[config.mk]
export PLATFORM = sky130hd
export DESIGN_NAME = iob_spi_slave_fl
export DESIGN_NICKNAME = d
export VERILOG_FILES = /design/src/rtl/iob_spi_slave_fl.sv
export SDC_FILE = /design/constraint.sdc
export NUM_CORES = 1
export LEC_CHECK = 0
export CAP_MARGIN = 10
export CORE_MARGIN = 3
export CORE_UTILIZATION = 55
export DETAILED_ROUTE_END_ITERATION = 6
export GPL_TIMING_DRIVEN = 0
export HOLD_SLACK_MARGIN = 0.02
export PLACE_DENSITY_LB_ADDON = 0.05
export SYNTH_ARGS = -nofsm -noshare
export SYNTH_HDL_FRONTEND = slang
export SYNTH_SLANG_ARGS = --single-unit
[constraint.sdc]
create_clock -name clk -period 3.8 [get_ports clk]
set_input_delay 0.38 -clock clk [delete_from_list [all_inputs] [get_ports clk]]
set_output_delay 0.38 -clock clk [all_outputs]
set_load 0.02 [all_outputs]
[src/rtl/iob_spi_slave_fl.sv]
// SPI flash-emulating slave (mode 0) bridging a serial master onto a simple
// byte-wide memory request/ready backend.
//   clk, rst       : system clock, asynchronous active-low reset
//   sclk, ss, mosi : SPI master inputs (asynchronous, synchronized here)
//   miso           : SPI data to master, updated on SCLK falling edges
//   mem_valid/mem_addr/mem_wdata/mem_wr : backend request, held until mem_ready
//   mem_rdata/mem_ready                 : backend completion (one-clk strobe)
// Commands: 0x03 read, 0x0B fast read, 0x02 page write, 0x9F JEDEC ID,
// 0x05 read status, 0x06 write enable, 0x04 write disable.
module iob_spi_slave_fl #(
  parameter int          ADDR_W     = 24,
  parameter logic [23:0] JEDEC_ID   = 24'hEF4018,
  parameter int          DUMMY_FAST = 8
) (
  input  logic              clk,
  input  logic              rst,
  input  logic              sclk,
  input  logic              ss,
  input  logic              mosi,
  output logic              miso,
  output logic              mem_valid,
  output logic [ADDR_W-1:0] mem_addr,
  output logic [7:0]        mem_wdata,
  output logic              mem_wr,
  input  logic [7:0]        mem_rdata,
  input  logic              mem_ready
);

  localparam logic [7:0] CMD_READ  = 8'h03;
  localparam logic [7:0] CMD_FAST  = 8'h0B;
  localparam logic [7:0] CMD_WRITE = 8'h02;
  localparam logic [7:0] CMD_RDID  = 8'h9F;
  localparam logic [7:0] CMD_RDSR  = 8'h05;
  localparam logic [7:0] CMD_WREN  = 8'h06;
  localparam logic [7:0] CMD_WRDI  = 8'h04;

  localparam logic [7:0] ADDR_LAST  = 8'(ADDR_W - 1);
  localparam logic [7:0] DUMMY_LAST = 8'(DUMMY_FAST - 1);
  localparam logic       HAS_DUMMY  = (DUMMY_FAST != 0);

  typedef enum logic [3:0] {
    IDLE, CMD, ADDR, DUMMY, RD_DATA, WR_DATA, ID, STATUS, IGNORE
  } state_t;

  state_t            state, state_n;
  logic [1:0]        sclk_s, ss_s, mosi_s;
  logic              sclk_d;
  logic [1:0]        fill;
  logic              armed;
  logic [23:0]       sr;
  logic [7:0]        cnt;
  logic [7:0]        cmd;
  logic [ADDR_W-1:0] addr_cnt;
  logic              wel;
  logic              wr_stored;

  logic              sclk_rise, sclk_fall, ss_hi, mosi_b, wip;
  logic [7:0]        shift_in, status_byte;
  logic [ADDR_W-1:0] addr_in;

  always_comb begin
    sclk_rise   = sclk_s[1] & ~sclk_d;
    sclk_fall   = ~sclk_s[1] & sclk_d;
    ss_hi       = ss_s[1];
    mosi_b      = mosi_s[1];
    wip         = mem_valid & mem_wr;
    shift_in    = {sr[6:0], mosi_b};
    addr_in     = {addr_cnt[ADDR_W-2:0], mosi_b};
    status_byte = {6'b0, wel, wip};
  end

  always_ff @(posedge clk or negedge rst) begin
    if (!rst) state <= IDLE;
    else      state <= state_n;
  end

  // A negated ss aborts every state, but an outstanding backend request is
  // allowed to complete before the FSM drops back to IDLE.
  always_comb begin
    state_n = state;
    if (state != IDLE && ss_hi) begin
      if (!mem_valid) state_n = IDLE;
    end else begin
      case (state)
        IDLE: if (armed && !ss_hi) state_n = CMD;
        CMD: begin
          if (sclk_rise && cnt == 8'd7) begin
            case (shift_in)
              CMD_READ, CMD_FAST, CMD_WRITE: state_n = ADDR;
              CMD_RDID:                      state_n = ID;
              CMD_RDSR:                      state_n = STATUS;
              default:                       state_n = IGNORE;
            endcase
          end
        end
        ADDR: begin
          if (sclk_rise && cnt == ADDR_LAST) begin
            if (cmd == CMD_FAST && HAS_DUMMY) state_n = DUMMY;
            else if (cmd == CMD_WRITE)        state_n = wel ? WR_DATA : IGNORE;
            else                              state_n = RD_DATA;
          end
        end
        DUMMY: if (sclk_rise && cnt == DUMMY_LAST) state_n = RD_DATA;
        default: ;
      endcase
    end
  end

  always_ff @(posedge clk or negedge rst) begin
    if (!rst) begin
      sclk_s    <= '0;
      ss_s      <= '1;
      mosi_s    <= '0;
      sclk_d    <= 1'b0;
      fill      <= '0;
      armed     <= 1'b0;
      sr        <= '0;
      cnt       <= '0;
      cmd       <= '0;
      addr_cnt  <= '0;
      wel       <= 1'b0;
      wr_stored <= 1'b0;
      miso      <= 1'b0;
      mem_valid <= 1'b0;
      mem_addr  <= '0;
      mem_wdata <= '0;
      mem_wr    <= 1'b0;
    end else begin
      sclk_s <= {sclk_s[0], sclk};
      ss_s   <= {ss_s[0], ss};
      mosi_s <= {mosi_s[0], mosi};
      sclk_d <= sclk_s[1];
      fill   <= {fill[0], 1'b1};

      // Only arm once the synchronizer holds a real sample of a high ss, so
      // an ss already low when reset releases does not start a command.
      if (state == IDLE && state_n == CMD) armed <= 1'b0;
      else if (fill[1] && ss_hi)           armed <= 1'b1;

      if (mem_valid && mem_ready) begin
        mem_valid <= 1'b0;
        if (mem_wr) addr_cnt <= addr_cnt + ADDR_W'(1);
        else        sr       <= {mem_rdata, 16'h0};
      end

      if (ss_hi) begin
        miso <= 1'b0;
        cnt  <= '0;
        if (state != IDLE && state_n == IDLE && wr_stored) begin
          wel       <= 1'b0;
          wr_stored <= 1'b0;
        end
      end else begin
        case (state)
          IDLE: begin
            miso <= 1'b0;
            if (state_n == CMD) begin
              cnt       <= '0;
              sr        <= '0;
              wr_stored <= 1'b0;
            end
          end
          CMD: begin
            if (sclk_rise) begin
              sr  <= {sr[22:0], mosi_b};
              cnt <= cnt + 8'd1;
              if (cnt == 8'd7) begin
                cmd <= shift_in;
                cnt <= '0;
                if (shift_in == CMD_WREN) wel <= 1'b1;
                if (shift_in == CMD_WRDI) wel <= 1'b0;
                if (shift_in == CMD_RDID) sr  <= JEDEC_ID;
              end
            end
          end
          ADDR: begin
            if (sclk_rise) begin
              addr_cnt <= addr_in;
              cnt      <= cnt + 8'd1;
              if (cnt == ADDR_LAST) begin
                cnt <= '0;
                if (state_n == RD_DATA) begin
                  mem_valid <= 1'b1;
                  mem_wr    <= 1'b0;
                  mem_addr  <= addr_in;
                end
              end
            end
          end
          DUMMY: begin
            if (sclk_rise) begin
              cnt <= cnt + 8'd1;
              if (cnt == DUMMY_LAST) begin
                cnt       <= '0;
                mem_valid <= 1'b1;
                mem_wr    <= 1'b0;
                mem_addr  <= addr_cnt;
              end
            end
          end
          RD_DATA: begin
            if (sclk_fall) begin
              miso <= sr[23];
              sr   <= {sr[22:0], 1'b0};
              // Presenting bit 0: fetch the next byte so it is ready for
              // the following falling edge.
              if (cnt == 8'd7) begin
                cnt       <= '0;
                addr_cnt  <= addr_cnt + ADDR_W'(1);
                mem_valid <= 1'b1;
                mem_wr    <= 1'b0;
                mem_addr  <= addr_cnt + ADDR_W'(1);
              end else begin
                cnt <= cnt + 8'd1;
              end
            end
          end
          WR_DATA: begin
            if (sclk_rise) begin
              sr <= {sr[22:0], mosi_b};
              if (cnt == 8'd7) begin
                cnt       <= '0;
                mem_valid <= 1'b1;
                mem_wr    <= 1'b1;
                mem_addr  <= addr_cnt;
                mem_wdata <= shift_in;
                wr_stored <= 1'b1;
              end else begin
                cnt <= cnt + 8'd1;
              end
            end
          end
          ID: begin
            if (sclk_fall) begin
              miso <= sr[23];
              sr   <= {sr[22:0], 1'b0};
            end
          end
          STATUS: begin
            if (sclk_fall) begin
              miso <= status_byte[~cnt[2:0]];
              cnt  <= (cnt == 8'd7) ? '0 : cnt + 8'd1;
            end
          end
          default: miso <= 1'b0;
        endcase
      end
    end
  end

endmodule
==> results.toml <==
[hold_path]
hp-class = "reg -> reg"

[synthesis]
synth_nets = 828
yosysSeqAreaShare_pct = 39.9
ys_types = 78
synth_top_flop_cell = "dfrtp_1"
synth_edf_count = 0
syn_area_mm2 = 0.00722
synthTopCellsByCount = "dfrtp_1, nand2_1, o21ai_0"
yosysMostFrequentCell = "dfrtp_1"
yosysTopAreaCell = "dfrtp_1"
netlist.area_leader.share_pct = 39.2
synth-seq-cells = 115
synth-async-reset-ratio_pct = 100
syn_area_per_cell_um2 = 8.89
syn_inst = 812
netlist_top_cells_area = "dfrtp_1, o21ai_0, nand2_1"
synth_warnings = 0

[sta]
finalCritPeriodShare_pct = 96.4
min_period_ns = 3.66
setup_ws_ns = 0.137
skew_ns = 0.00936
slew_viol_final = 0
worst_slew_pin_slew_ns = 1.15
hold_violations = 0
rsz0062_at_grt = "false"
setup_viol_count_final = 0
relSlewSlack_pct = 22.5
fmax_ghz = 0.273
setup-tns-final_ns = 0

[clocking]
cts_tree = "built"
htree_levels = 4
cts_buffers = 17
cts.sinks = 115
clockBufferDepth = 2
clk_pin_slew_ns = 0.06
cts-root-buf = "clkbuf_16"
clkLatencyLatePin_ns = 0.43

[outcome]
status = "complete, but fails checks"
violations = "design-rule violations"

[grt]
grt_overflow_total = 0
grt_pass1_wl_um = 37600
grt_max_degree = 60
grt.total_usage_pct = 33.1
antenna_found_initial = 0
first_global_vias = 7088

[placed_design]
place_ws_ns = 0.0587
postPlaceCellArea_mm2 = 0.00795
port_buffers = 48
dp.cells = 1034
place_hpwl_um = 16100
finalWeightedCongestion = 0.968

[floorplanning]
coreArea_mm2 = 0.0127
row_count = 41
fp.dieH_um = 121
num_io_pins = 49
die_x_um = 121
die_area_mm2 = 0.0145
start_util_pct = 56.8

[cells_and_area]
drive_above_1_share_pct = 10.8
layout.nets = 899
num_antenna_cells = 0
fin_util_pct = 67.2
postLayoutCellArea_mm2 = 0.00855
areaGrowthSynthToFinish_pct = 18.5
instances_no_fill = 1068

[drt]
vias = 7171
routed_wl_um = 23200
drc = 1
detail_route.iter0.violations = 904
first_pass_iters = 7
antenna_left = 0
via_per_inst = 6.71
wl_per_cell_um = 21.7

[pwr]
ir_drop_mv = 0.494
p_leak_nw = 3.51
pwr_density_cell_mw_per_mm2 = 388

[worst_setup_path]
arrival_ns = 3.97
cp-end-kind = "flip-flop"
critical_path.startpoint_type = "flip-flop"
path_max_fanout = 10
path_class = "reg -> reg"
cp.required_ns = 4.11

[run]
max_cap_viol_count = 0
-- through the flow --
step                      hold slack [ns]  power [mW]
final                               0.350        3.32
after floorplan                    0.0844        1.59
after global placement              0.333        1.74
after global routing                0.363        3.43
after detailed placement            0.339        1.76
after CTS                           0.351        3.32
-- flip-flops by register name, summed over array words and instances, names as in the netlist, 4 cells and up --
signal,count
state,4
addr_cnt,24
cnt,8
mem_wdata,8
cmd,8
sr,24
mem_addr,24
-- cell families after synthesis --
family | count (synthesis) | synth area share, %
and+or+nand+nor | 289 | 20.5
AOI/OAI and AO/OA | 253 | 23.9
DFF | 115 | 39.9
buffers and inverters | 83 | 4.85
muxes | 43 | 7.30
xor gates and xnor gates | 26 | 3.15
adders and majority gates | 2 | 0.347
other | 1 | 0.0519
-- metal layers --
layer  track usage (%)  vias up  wire length, um
met4              18.0        0             1090
li1                  -     3177                -
met1              41.4     3489             9080
met2              53.8      407            11300
met3              7.06       98             1780
met5                 0        -                0
-- layout make-up --
class / count / area (um2)
sequential: 115 / 2880
timing repair buffer: 52 / 528
fill: 1078 / 4170
inverter: 13 / 48.8
clock inverter: 14 / 143
tap: 172 / 215
multi-input combinational: 614 / 4010
clock buffer: 18 / 429
buffer: 70 / 302
-- what timing repair did --
| item | 4_1_cts | 5_1_grt |
|---|---|---|
| hold buffers | 1 | 0 |
| setup endpoints to repair | 0 | 46 |
| setup buffers | 0 | 0 |
| resized for setup | 0 | 4 |
| hold endpoints to repair | 54 | 0 |
-- worst paths after layout --
kind,endpoint,cells after the start,slack [ns],startpoint
max,mem_addr[9]$_DFFE_PN0P_,11,0.14,state[3]$_DFF_PN0_
min,fill[1]$_DFF_PN0_,0,0.35,fill[0]$_DFF_PN0_
max reg2reg,mem_addr[9]$_DFFE_PN0P_,11,0.14,state[3]$_DFF_PN0_
min reg2reg,fill[1]$_DFF_PN0_,0,0.35,fill[0]$_DFF_PN0_
max in group asynchronous,cmd[1]$_DFFE_PN0P_,3,2.63,rst
min in group asynchronous,mem_addr[17]$_DFFE_PN0P_,2,0.48,rst
-- worst max-delay path, cell delays in order (launching register included) --
cell,delay [ns]
dfrtp_1,0.40
clkbuf_1,0.28
nor4b_4,0.47
nand2_1,0.26
o41ai_1,0.64
o32ai_1,0.24
o21ai_1,0.29
o31ai_4,0.13
and2_4,0.20
buf_6,0.15
buf_12,0.16
mux2_4,0.30
-- where the power goes --
group / leakage (nW) / internal (mW) / switching (mW)
Clock: 0.283 / 0.919 / 0.651
Combinational: 1.71 / 0.139 / 0.315
Sequential: 1.52 / 1.26 / 0.0411
Total: 3.51 / 2.32 / 1.01
-- cell usage in the layout, fill, tap and decap left out, drive strengths merged, types with 5 or more instances in the layout --
master,n
o311ai,9
a21oi,38
mux2i,8
a221o,8
o22ai,22
mux2,35
a22oi,13
xor2,12
xnor2,14
nand2b,13
nor2b,5
nand4,19
and3,12
a31o,5
a22o,15
a31oi,12
nor2,61
o221ai,6
nand2,84
dfrtp,113
o21ai,68
nor4,12
nand3,27
clkinv,5
nor3,18
clkbuf,77
o21a,7
a211oi,7
and4,5
clkdlybuf4s50,47
inv,21
o211ai,14
and2,7
buf,15
(Power assumes the default switching activity.)
